## config.mk

```make
export PLATFORM = sky130hd
export DESIGN_NAME = button_debounce_tick
export DESIGN_NICKNAME = d
export VERILOG_FILES = /design/src/rtl/button_debounce_tick.sv
export SDC_FILE = /design/constraint.sdc
export NUM_CORES = 1
export LEC_CHECK = 0
export ABC_AREA = 1
export CORE_UTILIZATION = 56
export CTS_CLUSTER_SIZE = 10
export DETAILED_ROUTE_END_ITERATION = 12
export GPL_TIMING_DRIVEN = 0
export PLACE_DENSITY = 0.7
export SLEW_MARGIN = 10
export SYNTH_ARGS = -nofsm -noshare
export SYNTH_HDL_FRONTEND = slang
export SYNTH_SLANG_ARGS = --single-unit
```

## constraint.sdc

```tcl
create_clock -name clk_in -period 4.05 [get_ports clk_in]
set_clock_uncertainty 0.15 [all_clocks]
set_input_delay 0.81 -clock clk_in [delete_from_list [all_inputs] [get_ports clk_in]]
set_output_delay 0.81 -clock clk_in [all_outputs]
set_load 0.01 [all_outputs]
```

## src/rtl/button_debounce_tick.sv

```systemverilog
// Button synchroniser, four-state debouncer with rise/fall strobes, and tick divider.
// Optional TICK_SYNC_EN: a debounced press re-phases the tick divider.
module button_debounce_tick #(
   parameter int unsigned CLK_HZ      = 50_000_000,
   parameter int unsigned DEBOUNCE_MS = 20,
   parameter int unsigned TICK_HZ     = 4
) (
   input  logic clk_in,
   input  logic rst_in,
   input  logic button_raw,
   output logic btn_level,
   output logic btn_rise,
   output logic btn_fall,
   output logic tick_4hz
);

   localparam int unsigned DB_CYC   = CLK_HZ / 1000 * DEBOUNCE_MS;
   localparam int unsigned TICK_DIV = CLK_HZ / TICK_HZ;
   localparam int unsigned DB_W     = $clog2(DB_CYC);
   localparam int unsigned DIV_W    = $clog2(TICK_DIV);
   localparam logic [DB_W-1:0]  DB_LAST  = DB_W'(DB_CYC - 1);
   localparam logic [DIV_W-1:0] DIV_LAST = DIV_W'(TICK_DIV - 1);

   if (DB_CYC < 2) begin : g_bad_db
      $error("button_debounce_tick: debounce window must be at least 2 cycles");
   end
   if (TICK_DIV < 2 || TICK_DIV * TICK_HZ != CLK_HZ) begin : g_bad_div
      $error("button_debounce_tick: tick divider must be an exact integer >= 2");
   end

   typedef enum logic [1:0] {
      IDLE,
      CONFIRM_HI,
      HELD,
      CONFIRM_LO
   } state_t;

   state_t            state, state_nxt;
   logic              sync1, sync2;
   logic [DB_W-1:0]   db_cnt, db_cnt_nxt;
   logic              level_nxt, rise_nxt, fall_nxt;
   logic [DIV_W-1:0]  div_cnt;

   always_ff @(posedge clk_in) begin
      if (rst_in) begin
         sync1     <= 1'b0;
         sync2     <= 1'b0;
         state     <= IDLE;
         db_cnt    <= '0;
         btn_level <= 1'b0;
         btn_rise  <= 1'b0;
         btn_fall  <= 1'b0;
      end else begin
         sync1     <= button_raw;
         sync2     <= sync1;
         state     <= state_nxt;
         db_cnt    <= db_cnt_nxt;
         btn_level <= level_nxt;
         btn_rise  <= rise_nxt;
         btn_fall  <= fall_nxt;
      end
   end

   // Any disagreement with the current level during a confirm drops back, so every
   // bounce restarts the full window.
   always_comb begin
      state_nxt  = state;
      db_cnt_nxt = db_cnt;
      level_nxt  = btn_level;
      rise_nxt   = 1'b0;
      fall_nxt   = 1'b0;
      case (state)
         IDLE: begin
            if (sync2) begin
               state_nxt  = CONFIRM_HI;
               db_cnt_nxt = '0;
            end
         end
         CONFIRM_HI: begin
            if (!sync2) begin
               state_nxt = IDLE;
            end else if (db_cnt == DB_LAST) begin
               state_nxt = HELD;
               level_nxt = 1'b1;
               rise_nxt  = 1'b1;
            end else begin
               db_cnt_nxt = db_cnt + DB_W'(1);
            end
         end
         HELD: begin
            if (!sync2) begin
               state_nxt  = CONFIRM_LO;
               db_cnt_nxt = '0;
            end
         end
         CONFIRM_LO: begin
            if (sync2) begin
               state_nxt = HELD;
            end else if (db_cnt == DB_LAST) begin
               state_nxt = IDLE;
               level_nxt = 1'b0;
               fall_nxt  = 1'b1;
            end else begin
               db_cnt_nxt = db_cnt + DB_W'(1);
            end
         end
         default: state_nxt = IDLE;
      endcase
   end

   always_ff @(posedge clk_in) begin
      if (rst_in) begin
         div_cnt  <= '0;
         tick_4hz <= 1'b0;
      end else begin
         if (div_cnt == DIV_LAST) begin
            div_cnt <= '0;
         end else begin
            div_cnt <= div_cnt + DIV_W'(1);
         end
         tick_4hz <= (div_cnt == DIV_LAST);
`ifdef TICK_SYNC_EN
         // Restart the tick period on the press so a hold is counted from btn_rise.
         if (rise_nxt) begin
            div_cnt  <= '0;
            tick_4hz <= 1'b0;
         end
`endif
      end
   end

endmodule

```

==> summary.md, run 1 <==
| Metric | Value |
|---|---|
| Number of violations of the max-capacitance limit | `0` |
| Number of top-level pins | `7` |
| Avg Cell Area, Syn | `6.30 um^2` |
| WS Path Type | `register to output pin` |
| Initial Utilization | `0.600` |
| CTS Root Cell | `sky130_fd_sc_hd__clkbuf_8` |
| Cells after DPL | `about 540` |
| Global-route total usage across every layer | `0.276` |
| Length in cells of the worst reg-to-reg path | `9` |
| Setup repair after global routing missed its margin | `no` |
| Static leakage | `about 1.1 nW` |
| Maximum fanout along the worst path | `2` |
| Post-Synthesis Cells | `roughly 470` |
| DRC violations left | `0` |
| Ys async rst share | `0` |
| Hold Path Depth | `2` |
| Stage delay of the slowest cell on the critical path | `~0.54 ns` |
| Crit path buffers/inverters | `1` |
| Source of the worst register-to-register timing path | `db_cnt[0]` |
| Post-DRT Antenna Nets | `0` |
| Main area contributors after synthesis | `sky130_fd_sc_hd__dfxtp_1 (36%), sky130_fd_sc_hd__nand2_1 (18%), sky130_fd_sc_hd__nor2_1 (8.7%), sky130_fd_sc_hd__inv_1 (7.4%), sky130_fd_sc_hd__nand3_1 (5.8%)` |
| Netlist Area Pre-Place | `between 2000 and 3000 um^2` |
| Number of flops mapped to enable cells by yosys | `0` |
| Data arrival time of the critical path | `approximately 1.2 ns` |
| Floorplan die area | `approximately 5500 um^2` |
| Portion of the post-synthesis area used by sequential elements | `0.355` |
| Adder-Cell Fraction of Synth Area | `0.00854` |
| Most numerous cell in the Yosys netlist | `sky130_fd_sc_hd__nand2_1` |
| Count of distinct cell types in the synthesized netlist | `30` |
| Mapped Nets | `470` |
| Initial antenna violation count | `0` |
| Type of element launching the critical path | `register` |
| Clock network fraction of design power | `0.391` |
| Number of clock sinks | `between 50 and 60` |
| Most frequently used flop master after synthesis | `sky130_fd_sc_hd__dfxtp_1` |
| Number of levels in the clock H-tree | `2` |
| Setup TNS | `0 ns` |
| Slew of the pin with the lowest slew margin | `just under 0.6 ns` |
| Buffers from clock root to sink, at most | `2` |
| Fin. Hold Viols | `0` |
| Hold endpoint | `sync2` |
| Routed via count divided by cell count | `between 5 and 6` |
| Total grt overflow | `0` |
| Number of iterations in the first detailed-routing pass | `5` |
| Quantity of gates resized following cts | `0` |
| Part of the total power dissipated in sequential elements | `0.574` |
| Dominant cell type by area after synthesis | `sky130_fd_sc_hd__dfxtp_1` |
| Final-stage net count | `about 480` |
| Cell at the slowest stage of the critical path | `sky130_fd_sc_hd__clkdlybuf4s50_1` |
| Internal power summed over all cells | `between 0.0007 and 0.0008 W` |
| Rel. slew slack | `0.614` |
| Combinational family with the most area after synthesis | `simple AND/OR/NAND/NOR gates` |
| Ant. Diodes | `0` |
| Areal power density over the cells | `around 280 nW/um^2` |
| Final setup violation count | `0` |
| Final Hold Slack | `0.249 ns` |
| Quantity of hold-fixing buffers added after cts | `0` |
| Synth Area in Simple Gates | `0.436` |
| HPWL after detailed placement | `5270 um` |
| Number of filler instances in the final layout | `a little under 500` |
| Post-synthesis share of cell area spent on xor and xnor gates | `0.0419` |
| Clock buffers created by TritonCTS | `5` |
| Clock-pin slew on the worst setup and hold paths | `approximately 0.10 ns` |
| Via count of the first global-routing pass | `between 2000 and 3000` |
| Clock latency at the later pin of the worst-skew pair | `about 0.31 ns` |
| Required time worst endpoint | `approximately 3.1 ns` |
| Buffer count from post-CTS setup fixing | `0` |
| Routed WL | `between 6000 and 7000 um` |
| Crit-path leading delay family | `buffers and inverters` |
| Count of buffers inserted at the top-level ports | `5` |
| Final cell count without fillers | `545` |
| Hold path start | `sync1` |
| Maximum operating frequency | `approximately 470 MHz` |
| Multiplexer fraction of the synthesized cell area | `0` |
| Portion of synthesized cell area occupied by the leading cell type | `0.355` |
| Layout overhead on the synthesized area | `8.24%` |
| Global-route wire length before repair | `approximately 12000 um` |
| Class of the most critical hold timing path | `register to register` |
| Vertical die dimension | `approximately 74 um` |
| Run status | `finished, final reports clean` |
| Routed vias | `about 2800` |
| Minimum setup slack among reg-to-reg paths | `2.05 ns` |
| Count of yosys warnings during synthesis | `0` |
| Placeable core area | `around 4900 um^2` |
| Most numerous cell types in the synthesized netlist | `sky130_fd_sc_hd__nand2_1 (143), sky130_fd_sc_hd__nor2_1 (68), sky130_fd_sc_hd__inv_1 (58)` |
| Post-layout min period | `2.13 ns` |
| Final period util | `0.526` |
| Initial DRC Count | `174` |
| Std cell rows | `25` |
| Capture instance of the worst register-to-register path | `db_cnt[8]` |
| P_sw | `roughly 0.00019 W` |
| Complex-gate fraction of the synthesized area | `0.0645` |
| Proportion of layout cells with a drive suffix above 1 | `0.0628` |
| Die W | `74.3 um` |
| Maximum number of pins on one net before global-route repair | `16` |
| Combinational cell fraction of total power | `0.036` |
| Critical path cell sequence | `clkdlybuf4s50_1` |
| Routed wirelength normalized by instance count | `roughly 13 um` |
| Max-slew violation total from the final report | `0` |
| CTS tree | `done` |
| GPL Wtd Cong | `between 0.9 and 1` |
| IR Drop Worst-Case VDD | `~160 uV` |
| Setup crit end kind | `output pin` |
| Switching share of power | `0.216` |
| FF+latch count, synth | `52` |
## registers in the layout (all words and copies together), names as in the netlist, named ones only
name	count
db_cnt	20
tick_4hz	1
sync1	1
state	1
btn_level	1
btn_rise	1
div_cnt	24
btn_fall	1
sync2	1
## layout make-up
cell class | instances | area [um^2] | share of cell area
inverters | 59 | 221 | 0.0698
well taps | 67 | 83.8 | 0.0264
clock buffers | 6 | 72.6 | 0.0229
clock inverters | 2 | 35.0 | 0.0110
multi-input cells | 345 | 1610 | 0.509
flip-flops and latches | 52 | 1040 | 0.328
repair buffers | 5 | 50.0 | 0.0158
plain buffers | 9 | 52.6 | 0.0166
## power groups by stage
stage          Combinational (W)  Sequential [W]  Clock [W]
6_report               0.0000321        0.000518   0.000352
5_1_grt                0.0000357        0.000518   0.000382
4_1_cts                0.0000325        0.000518   0.000365
3_5_place_dp           0.0000325        0.000530          0
3_3_place_gp           0.0000319        0.000529          0
2_1_floorplan          0.0000232        0.000529          0
## cells by family (layout without fill, tap and decap cells)
group                    count (synthesis)  in the layout
AND/OR/NAND/NOR                        295            295
buffers and inverters                   68             81
AO/OA/AOI/OAI                           34             34
adder cells (fa/ha/maj)                  2              2
XOR/XNOR                                14             14
flip-flops                              52             52
## routing by layer
layer  GRT usage  vias to the layer above  share of wire
li1            -                     1491              -
met1       0.321                     1241           0.44
met2       0.493                       55           0.50
met3      0.0393                       17          0.030
met4       0.138                        0          0.031
met5           0                        -              0
## per-stage QoR
step                       util  worst slack (ns)  area (um^2)  power (W)
final                     0.650              1.92         3170   0.000902
after floorplan               -              2.10         2930   0.000552
after detailed placement  0.628              1.61         3060   0.000562
after CTS                 0.650              1.90         3170   0.000915
after global routing      0.650              1.87         3170   0.000937
after global placement    0.628              1.63         3060   0.000561
## cell usage in the layout, fill, tap and decap left out, types with 6 or more instances in the layout
| cell | Yosys | routed |
|---|---|---|
| sky130_fd_sc_hd__inv_1 | 58 | 58 |
| sky130_fd_sc_hd__nor3_1 | 13 | 13 |
| sky130_fd_sc_hd__nand3_1 | 34 | 34 |
| sky130_fd_sc_hd__nor2_2 | 6 | 6 |
| sky130_fd_sc_hd__nand2_1 | 143 | 143 |
| sky130_fd_sc_hd__dfxtp_1 | 52 | 52 |
| sky130_fd_sc_hd__a21oi_1 | 20 | 20 |
| sky130_fd_sc_hd__nor2_1 | 68 | 68 |
| sky130_fd_sc_hd__nand4_1 | 13 | 13 |
| sky130_fd_sc_hd__o21ai_0 | 8 | 8 |
| sky130_fd_sc_hd__xor2_1 | 9 | 9 |
## how the worst max path moves through the flow
stage	startpoint	end	slack, ns	depth (start not counted)
after CTS	btn_level	btn_level	1.90	1
final	btn_level	btn_level	1.92	1
after floorplan	rst_in	div_cnt[17]	2.10	5
after global placement	rst_in	div_cnt[11]	1.63	5
after global routing	rst_in	div_cnt[8]	1.87	5
after detailed placement	rst_in	div_cnt[11]	1.61	5
Note: power is estimated with default switching activity, not from simulation.
==> run 2: changes to the inputs <==
==> constraint.sdc (replaced) <==
create_clock -name clk_in -period 2.1 [get_ports clk_in]
set_clock_uncertainty 0.15 [all_clocks]
set_input_delay 0.42 -clock clk_in [delete_from_list [all_inputs] [get_ports clk_in]]
set_output_delay 0.42 -clock clk_in [all_outputs]
set_load 0.01 [all_outputs]
==> run 2 against run 1 <==
  * Sequential share of layout area barely moved
  * Die area did not move
  * Final area barely moved
  * Wire length fell by 0.49%
  * Critical path depth is 8 higher
  * Register-to-register slack got worse by 1.8 ns
  * Worst hold slack gained 0.00077 ns
  * Core utilization about the same
  * Global-route usage stayed put
  * First-iteration DRC count increased by 5.7%
  * Flip-flop and latch count did not move
  * Sequential power rose by 93%
==> summary.md, run 2 (synthesis results as in run 1) <==
| Metric | Value |
|---|---|
| Type of element launching the critical path | `register` |
| Number of filler instances in the final layout | `491 (+0.20%)` |
| Switching share of power | `0.215 (-0.00110)` |
| Buffers from clock root to sink, at most | `2 (unchanged)` |
| Slew of the pin with the lowest slew margin | `0.572 ns (-0.00726 ns)` |
| Number of clock sinks | `52 (unchanged)` |
| Clock network fraction of design power | `0.390 (about the same)` |
| Initial Utilization | `0.600 (unchanged)` |
| Ant. Diodes | `0 (unchanged)` |
| Post-layout min period | `roughly 1.9 ns` |
| Routed WL | `6880 um (-0.49%)` |
| CP dominant cell by count | `sky130_fd_sc_hd__nand2_1` |
| WS Path Type | `register to register` |
| Maximum operating frequency | `~530 MHz` |
| Final Hold Slack | `0.249 ns (+0.000772 ns)` |
| Cell at the slowest stage of the critical path | `sky130_fd_sc_hd__dfxtp_2` |
| Global-route wire length before repair | `11600 um (unchanged)` |
| Clock buffers created by TritonCTS | `5 (unchanged)` |
| Initial antenna violation count | `0 (unchanged)` |
| Final cell count without fillers | `545 (unchanged)` |
| Initial DRC Count | `184 (+5.7%)` |
| Final-stage net count | `482 (unchanged)` |
| Stage delay of the slowest cell on the critical path | `0.41 ns (-0.13 ns)` |
| HPWL after detailed placement | `5270 um (unchanged)` |
| Buffer count from post-CTS setup fixing | `0 (unchanged)` |
| Floorplan die area | `5520 um^2 (unchanged)` |
| Quantity of gates resized following cts | `0 (unchanged)` |
| Number of violations of the max-capacitance limit | `0 (unchanged)` |
| Flip-flop count of the largest register, all copies and words added | `24 (unchanged)` |
| Fin. Hold Viols | `0 (unchanged)` |
| Total grt overflow | `0 (unchanged)` |
| Number of iterations in the first detailed-routing pass | `5 (unchanged)` |
| Std cell rows | `25 (unchanged)` |
| Part of the total power dissipated in sequential elements | `0.575 (about the same)` |
| Post-placement worst setup slack | `0.0515 ns (-1.56 ns)` |
| Final period util | `0.904` |
| Quantity of hold-fixing buffers added after cts | `0 (unchanged)` |
| Required time worst endpoint | `2.16 ns (-0.93 ns)` |
| Combinational cell fraction of total power | `0.035 (about the same)` |
| DRC violations left | `0 (unchanged)` |
| Clock latency at the later pin of the worst-skew pair | `0.30 ns (about the same)` |
| Final setup violation count | `0 (unchanged)` |
| Setup repair after global routing missed its margin | `no` |
| Routed wirelength normalized by instance count | `12.6 um (-0.49%)` |
| Vertical die dimension | `74.3 um (unchanged)` |
| Critical path cell sequence | `ha_1, nand3_1, nor3_2, nand3_2, buf_2, nand3b_1, nand2_1, nand2_1, inv_1` |
| Routed vias | `2788 (-0.57%)` |
| Maximum fanout along the worst path | `10 (+8)` |
| GPL Wtd Cong | `0.955 (unchanged)` |
| CTS tree | `done` |
| Global-route total usage across every layer | `0.276 (unchanged)` |
| Number of levels in the clock H-tree | `2 (unchanged)` |
| Top Registers | `div_cnt x24, db_cnt x20` |
| Die W | `74.3 um (unchanged)` |
| Setup crit end kind | `register` |
| Internal power summed over all cells | `0.00136 W (+93%)` |
| Maximum number of pins on one net before global-route repair | `16 (unchanged)` |
| Setup TNS | `0 ns (unchanged)` |
| Proportion of layout cells with a drive suffix above 1 | `0.0649 (+0.00209)` |
| Most common library cell in the layout ignoring fill and taps | `sky130_fd_sc_hd__nand2_1` |
| Worst setup margin | `0.201 ns (-1.72 ns)` |
| Count of buffers inserted at the top-level ports | `5 (unchanged)` |
| Data arrival time of the critical path | `1.96 ns (+0.79 ns)` |
| Class of the most critical hold timing path | `register to register` |
| Number of top-level pins | `7 (unchanged)` |
| Cells after DPL | `537 (unchanged)` |
| Reg area | `1040 um^2 (+0.12%)` |
| Areal power density over the cells | `548 nW/um^2 (+93%)` |
| Minimum setup slack among reg-to-reg paths | `0.20 ns (-1.85 ns)` |
| CTS Root Cell | `sky130_fd_sc_hd__clkbuf_8` |
| Multi-input gate area | `1610 um^2 (unchanged)` |
| Static leakage | `1.09 nW (about the same)` |
| Layout overhead on the synthesized area | `8.29% (about the same)` |
| Placeable core area | `4880 um^2 (unchanged)` |
| P_sw | `0.000373 W (+92%)` |
| Clock-pin slew on the worst setup and hold paths | `0.09 ns (about the same)` |
| Post-DRT Antenna Nets | `0 (unchanged)` |
| Max-slew violation total from the final report | `0 (unchanged)` |
| IR Drop Worst-Case VDD | `308 uV (+93%)` |
| Commonest cells after routing, fill and taps aside | `sky130_fd_sc_hd__nand2_1 (143), sky130_fd_sc_hd__nor2_1 (68), sky130_fd_sc_hd__inv_1 (58), sky130_fd_sc_hd__dfxtp_1 (51), sky130_fd_sc_hd__nand3_1 (34)` |
| Register with the most flip-flops | `div_cnt` |
| Post-layout utilization of the core | `0.650 (about the same)` |
| Routed via count divided by cell count | `5.12 (-0.57%)` |
| Rel. slew slack | `0.619 (+0.00484)` |
| Via count of the first global-routing pass | `2562 (unchanged)` |
| Run status | `finished, final reports clean` |
[run 2: changes by cell type in the layout (fill, tap and decap cells not counted)]
| cell | delta |
|---|---|
| sky130_fd_sc_hd__dfxtp_1 | -1 |
| sky130_fd_sc_hd__dfxtp_2 | +1 |
[run 2: layer usage]
metal  up-vias  part of all wire  GRT usage
met4         0             0.030      0.138
met1      1232              0.44      0.321
li1       1491                 -          -
met3        16             0.023     0.0393
met2        49              0.51      0.493
met5         -                 0          0
[run 2: power by group through the flow]
stage	logic [W]	registers (W)	clock network (W)
after detailed placement	0.0000626	0.00102	0
after CTS	0.0000627	0.000998	0.000704
after global placement	0.0000616	0.00102	0
after global routing	0.0000688	0.00100	0.000738
after floorplan	0.0000447	0.00102	0
final	0.0000617	0.000998	0.000678
[run 2: per-stage QoR]
stage               instance area [um^2]  total power (W)
detailed placement                  3060          0.00108
global placement                    3060          0.00108
CTS                                 3170          0.00177
global route                        3170          0.00181
finish                              3170          0.00174
floorplan                           2930          0.00106
[run 2: worst paths after layout]
kind | endpoint | cells after the start | startpoint
setup / recovery | db_cnt[8] | 9 | db_cnt[0]
hold reg to reg | sync2 | 2 | sync1
hold / removal | sync2 | 2 | sync1
setup reg to reg | db_cnt[8] | 9 | db_cnt[0]
[run 2: critical path, delay by kind of cell (launching register included)]
kind	cells	cell delay (ns)
buffers and inverters	2	0.26
AND/OR/NAND/NOR	6	0.79
adder cells (fa/ha/maj)	1	0.20
flip-flops	1	0.41
[run 2: layout make-up]
class,instances,area share
Clock inverter,2,0.0110
Buffer,9,0.0166
Sequential cell,52,0.329
Clock buffer,6,0.0229
Inverter,59,0.0698
Tap cell,67,0.0264
Multi-Input combinational cell,345,0.509
Timing Repair Buffer,5,0.0158
